--- src/rtl/data_mem_arbiter_pkg.sv ---
// Shared types and the arbitration rule for the two-port data memory arbiter.
package data_mem_arbiter_pkg;

  typedef enum logic [1:0] {
    ARB_IDLE  = 2'b00,
    ARB_SERVE = 2'b01,
    ARB_RESP  = 2'b10
  } arb_state_t;

  // On a tie, round-robin hands the slot to the port that did not win last time.
  function automatic logic pick_port(input logic r0, input logic r1,
                                     input logic last_winner, input logic fixed_priority);
    if (r0 && r1) return fixed_priority ? 1'b0 : ~last_winner;
    return r1;
  endfunction

endpackage

--- src/rtl/data_mem_arbiter_picker.sv ---
// Combinational winner selection between the CPU port (0) and the loader port (1).
module mem_arb_picker
  import data_mem_arbiter_pkg::*;
(
  input  logic req0,
  input  logic req1,
  input  logic last_winner,
  input  logic fixed_priority,
  output logic pick_valid,
  output logic pick_id
);

  assign pick_valid = req0 | req1;
  assign pick_id    = pick_port(req0, req1, last_winner, fixed_priority);

endmodule

--- src/rtl/data_mem_arbiter.sv ---
// Shares one single-port data memory between the CPU control unit and a host/debug loader.
module data_mem_arbiter
  import data_mem_arbiter_pkg::*;
#(
  parameter int Data_WIDTH       = 8,
  parameter int Data_Memory_Size = 256,
  parameter int DATA_ADDR_WIDTH  = $clog2(Data_Memory_Size),
  parameter bit FIXED_PRIORITY   = 1'b0,
  parameter int CNT_WIDTH        = 16
) (
  input  logic                       clock,
  input  logic                       reset_bt,
  input  logic                       req0,
  input  logic                       req1,
  input  logic [DATA_ADDR_WIDTH-1:0] addr0,
  input  logic [DATA_ADDR_WIDTH-1:0] addr1,
  input  logic                       we0,
  input  logic                       we1,
  input  logic [Data_WIDTH-1:0]      wdata0,
  input  logic [Data_WIDTH-1:0]      wdata1,
  output logic                       gnt0,
  output logic                       gnt1,
  output logic [Data_WIDTH-1:0]      rdata0,
  output logic [Data_WIDTH-1:0]      rdata1,
  output logic                       rvalid0,
  output logic                       rvalid1,
  output logic [DATA_ADDR_WIDTH-1:0] mem_addr,
  output logic                       mem_write_en,
  output logic [Data_WIDTH-1:0]      mem_data_in,
  input  logic [Data_WIDTH-1:0]      mem_data_out,
  output logic                       busy,
  output logic [CNT_WIDTH-1:0]       gnt_cnt0,
  output logic [CNT_WIDTH-1:0]       gnt_cnt1
);

  arb_state_t                 state;
  logic                       last_winner;
  logic                       cur_id;
  logic                       cur_we;
  logic                       write_pend;
  logic                       pick_valid;
  logic                       pick_id;
  logic [DATA_ADDR_WIDTH-1:0] pick_addr;
  logic [Data_WIDTH-1:0]      pick_wdata;
  logic                       pick_we;

  mem_arb_picker u_picker (
    .req0           (req0),
    .req1           (req1),
    .last_winner    (last_winner),
    .fixed_priority (FIXED_PRIORITY),
    .pick_valid     (pick_valid),
    .pick_id        (pick_id)
  );

  assign pick_addr  = pick_id ? addr1  : addr0;
  assign pick_wdata = pick_id ? wdata1 : wdata0;
  assign pick_we    = pick_id ? we1    : we0;

  // Reset on the closing edge of a write slot must stop the commit, so gate it here.
  assign mem_write_en = write_pend & ~reset_bt;
  assign busy         = (state == ARB_SERVE) || (state == ARB_RESP);

  // mem_addr/mem_data_in double as the request latches and hold while idle.
  always_ff @(posedge clock) begin
    if (reset_bt) begin
      state       <= ARB_IDLE;
      last_winner <= 1'b1;
      cur_id      <= 1'b0;
      cur_we      <= 1'b0;
      write_pend  <= 1'b0;
      gnt0        <= 1'b0;
      gnt1        <= 1'b0;
      rvalid0     <= 1'b0;
      rvalid1     <= 1'b0;
      rdata0      <= '0;
      rdata1      <= '0;
      mem_addr    <= '0;
      mem_data_in <= '0;
      gnt_cnt0    <= '0;
      gnt_cnt1    <= '0;
    end else begin
      gnt0       <= 1'b0;
      gnt1       <= 1'b0;
      rvalid0    <= 1'b0;
      rvalid1    <= 1'b0;
      write_pend <= 1'b0;
      case (state)
        ARB_SERVE: begin
          if (!cur_we) begin
            if (cur_id) begin
              rdata1  <= mem_data_out;
              rvalid1 <= 1'b1;
            end else begin
              rdata0  <= mem_data_out;
              rvalid0 <= 1'b1;
            end
          end
          state <= ARB_RESP;
        end
        ARB_IDLE, ARB_RESP: begin
          if (pick_valid) begin
            last_winner <= pick_id;
            cur_id      <= pick_id;
            cur_we      <= pick_we;
            write_pend  <= pick_we;
            mem_addr    <= pick_addr;
            mem_data_in <= pick_wdata;
            if (pick_id) begin
              gnt1 <= 1'b1;
              if (gnt_cnt1 != '1) gnt_cnt1 <= gnt_cnt1 + CNT_WIDTH'(1);
            end else begin
              gnt0 <= 1'b1;
              if (gnt_cnt0 != '1) gnt_cnt0 <= gnt_cnt0 + CNT_WIDTH'(1);
            end
            state <= ARB_SERVE;
          end else begin
            state <= ARB_IDLE;
          end
        end
        default: state <= ARB_IDLE;
      endcase
    end
  end

endmodule
--- config.mk ---
export PLATFORM = sky130hd
export DESIGN_NAME = data_mem_arbiter
export DESIGN_NICKNAME = d
export VERILOG_FILES = /design/src/rtl/data_mem_arbiter_pkg.sv /design/src/rtl/data_mem_arbiter_picker.sv /design/src/rtl/data_mem_arbiter.sv
export SDC_FILE = /design/constraint.sdc
export NUM_CORES = 1
export LEC_CHECK = 0
export ABC_AREA = 0
export BUFFER_PORTS_ARGS = -buffer_cell sky130_fd_sc_hd__buf_2
export CORE_MARGIN = 5
export CORE_UTILIZATION = 40
export CTS_CLUSTER_DIAMETER = 80
export DETAILED_ROUTE_END_ITERATION = 10
export PLACE_DENSITY = 0.77
export SYNTH_ARGS = -nofsm -noshare
export SYNTH_HDL_FRONTEND = slang
export SYNTH_SLANG_ARGS = --single-unit
--- constraint.sdc ---
create_clock -name clock -period 3.5 [get_ports clock]
set_input_delay 0.35 -clock clock [delete_from_list [all_inputs] [get_ports clock]]
set_output_delay 0.35 -clock clock [all_outputs]
set_load 0.01 [all_outputs]
==> impl_metrics.json <==
{
  "status": "finished clean",
  "place_hpwl_um": 6400,
  "grt_use_total_pct": 17.0,
  "drive_gt1_share_pct": 33.3,
  "crit_start": "gnt_cnt0[0]$_SDFFE_PP0P_",
  "drcViolationCount": 0,
  "cts_tree": "built",
  "hp-class": "input port to flip-flop",
  "maxCapViolCount": 0,
  "r2r_cells": 5,
  "holdBufCountCts": 0,
  "ys_top_cells_by_area": "dfxtp_1, nor2_1, mux2i_1",
  "path_cells": "ha_1 > and4_1 > nor4b_4 > nor4_1 > mux2_1",
  "die_area_um2": 10100,
  "synth_edf_count": 0,
  "wl_um": 8780,
  "start_kind": "flip-flop",
  "num_vias": 3131,
  "r2r_slack_ps": 1380,
  "hold-path-cell-count": 2,
  "ys_seq_area_share_pct": 45.1,
  "clk_latency_ps": 340,
  "syn_area_um2": 3290,
  "place.gp.congestion": 0.808,
  "clock-root-buffer": "clkbuf_8",
  "leakage_nw": 1.90,
  "final_util_pct": 51.4,
  "ys_top_cells_by_count": "dfxtp_1, nor2_1, a21oi_1",
  "coreArea_um2": 8090,
  "syn_nets": 395,
  "grt_pass1_wl_um": 14000,
  "ys.flop_type": "dfxtp_1",
  "crit_type": "flip-flop to flip-flop",
  "ctsResizeCount": 0,
  "drt_pre_antenna_iters": 5,
  "syn-instance-count": 344,
  "hold_slack_ps": 236,
  "yosysTopAreaCellShare_pct": 45.1,
  "setup_viol": 0,
  "nets": 505,
  "powerDensity_nw_per_um2": 454,
  "rsz0062_at_grt": "false",
  "regToRegStartpoint": "gnt_cnt0[0]$_SDFFE_PP0P_",
  "critPathArrivalTime_ps": 2360,
  "clk_path_buf_depth": 2,
  "grt_max_degree": 30,
  "cp_slowest_cell": "nor4b_4",
  "die_y_um": 101,
  "synth-seq-cells": 74,
  "drt.antenna.violating_nets": 0,
  "rows": 33,
  "synth-async-reset-ratio_pct": 0,
  "ys_warn_count": 0,
  "yosysTopAreaCell": "dfxtp_1",
  "max_stage_delay_ps": 660,
  "grt_pass1_vias": 2978,
  "finalCriticalPeriod_ps": 2120,
  "cp_max_fo": 16,
  "antenna_cells": 0,
  "cp-end-kind": "flip-flop",
  "clkSinkCount": 74,
  "min_to": "mem_addr[0]$_SDFFE_PP0P_",
  "period_share_pct": 60.5,
  "cts_buffers": 9,
  "critPathRequiredTime_ps": 3740,
  "maxSlewViolCount": 0,
  "h-tree-depth": 3,
  "clock.fmax_mhz": 472,
  "avgSynthCellArea_um2": 9.55,
  "r2r_end": "gnt_cnt0[13]$_SDFFE_PP0P_",
  "area_delta_synth_final_pct": 26.5,
  "io-pin-count": 116,
  "peakVddDrop_v": 0.000219,
  "drt-initial-drc-count": 112,
  "die-width_um": 101,
  "synth_cell_types": 51,
  "antenna_found_initial": 0,
  "vias_per_cell": 5.55,
  "cts_setup_buffers": 0,
  "port-buffer-count": 115,
  "worst_slew_pin_slew_ps": 794,
  "routedWlPerCell_um": 15.6,
  "path_clk_slew_ps": 80,
  "grt-ovfl-total": 0,
  "initial_core_util_pct": 40.6,
  "path_buf_inv": 0,
  "fin_worst_skew_ps": 10.8,
  "synthMostInstantiatedCell": "dfxtp_1",
  "final.setup.tns_ps": 0,
  "min-delay-start": "addr0[0]",
  "crit_family": "simple AND/OR/NAND/NOR gates",
  "slew_headroom_pct": 46.6,
  "final_hold_viol_count": 0
}
sequential cells by signal, summed over array words and instances (netlist names):
register	flops
rdata1	8
write_pend	1
mem_addr	8
cur_we	1
mem_data_in	8
state	2
cur_id	1
gnt0	1
last_winner	1
gnt1	1
gnt_cnt1	16
rdata0	8
rvalid1	1
gnt_cnt0	16
rvalid0	1
report_power, final:
group	leakage [nW]	internal, W	switching (W)
Clock	0.112	0.000422	0.000329
Combinational	1.19	0.0000998	0.000134
Sequential	0.602	0.000881	0.0000222
layer usage:
| layer | global-route usage (%) | part of all wire, % | vias to the layer above |
|---|---|---|---|
| met5 | 0 | 0 | - |
| met3 | 5.81 | 8.7 | 13 |
| met2 | 28.6 | 47 | 109 |
| met1 | 19.6 | 42 | 1480 |
| li1 | - | - | 1529 |
| met4 | 6.94 | 1.6 | 0 |
worst register-to-register path: stages, from the launching register on:
cell and delay [ps]:
dfxtp_1 390, ha_1 220, and4_1 250, nor4b_4 660, nor4_1 150, mux2_1 340
stage by stage:
stage | setup slack [ps] | total power, W | cells | area, µm²
CTS | 1380 | 0.00191 | 564 | 4160
global placement | 1520 | 0.00115 | 548 | 3930
floorplan | 1670 | 0.00106 | 344 | 3290
finish | 1380 | 0.00189 | 564 | 4160
global route | 1260 | 0.00197 | 564 | 4160
detailed placement | 1380 | 0.00116 | 548 | 3930
worst max-delay path by stage:
stage                                endpoint  cells past startpoint
CTS                 gnt_cnt0[13]$_SDFFE_PP0P_                      5
detailed placement  gnt_cnt0[13]$_SDFFE_PP0P_                      5
floorplan            mem_addr[2]$_SDFFE_PP0P_                      8
finish              gnt_cnt0[13]$_SDFFE_PP0P_                      5
global route        gnt_cnt0[15]$_SDFFE_PP0P_                      5
global placement    gnt_cnt0[15]$_SDFFE_PP0P_                      5
cell families (layout without fill, tap and decap cells):
logic type      count (synthesis)  count (layout)  share of synthesized area, %
flops                          74              74                          45.1
buf+inv                        25             140                          3.39
compound gates                 70              70                          15.3
fa+ha+maj                       5               5                          1.90
mux                            24              24                          7.73
simple gates                  146             146                          26.6
layout make-up:
cell class	instances	area [µm²]
fill	776	3930
multi-input combinational	245	1690
sequential	74	1480
timing repair buffer	119	606
clock buffer	10	138
tap	105	131
clock inverter	6	90.1
inverter	5	18.8
cells in the final DEF (no fill, tap or decap), types with 10 or more instances in the layout:
cell type / synthesis / routed
and3_1: 10 / 10
or4_1: 10 / 10
nand2_1: 13 / 13
clkbuf_8: 0 / 10
o31ai_1: 11 / 11
nor2b_1: 10 / 10
mux2i_1: 16 / 16
a222oi_1: 12 / 12
dfxtp_1: 74 / 74
buf_2: 5 / 115
a21oi_1: 22 / 22
nor2_1: 44 / 44
No activity file was read; power rests on OpenSTA's default activity.
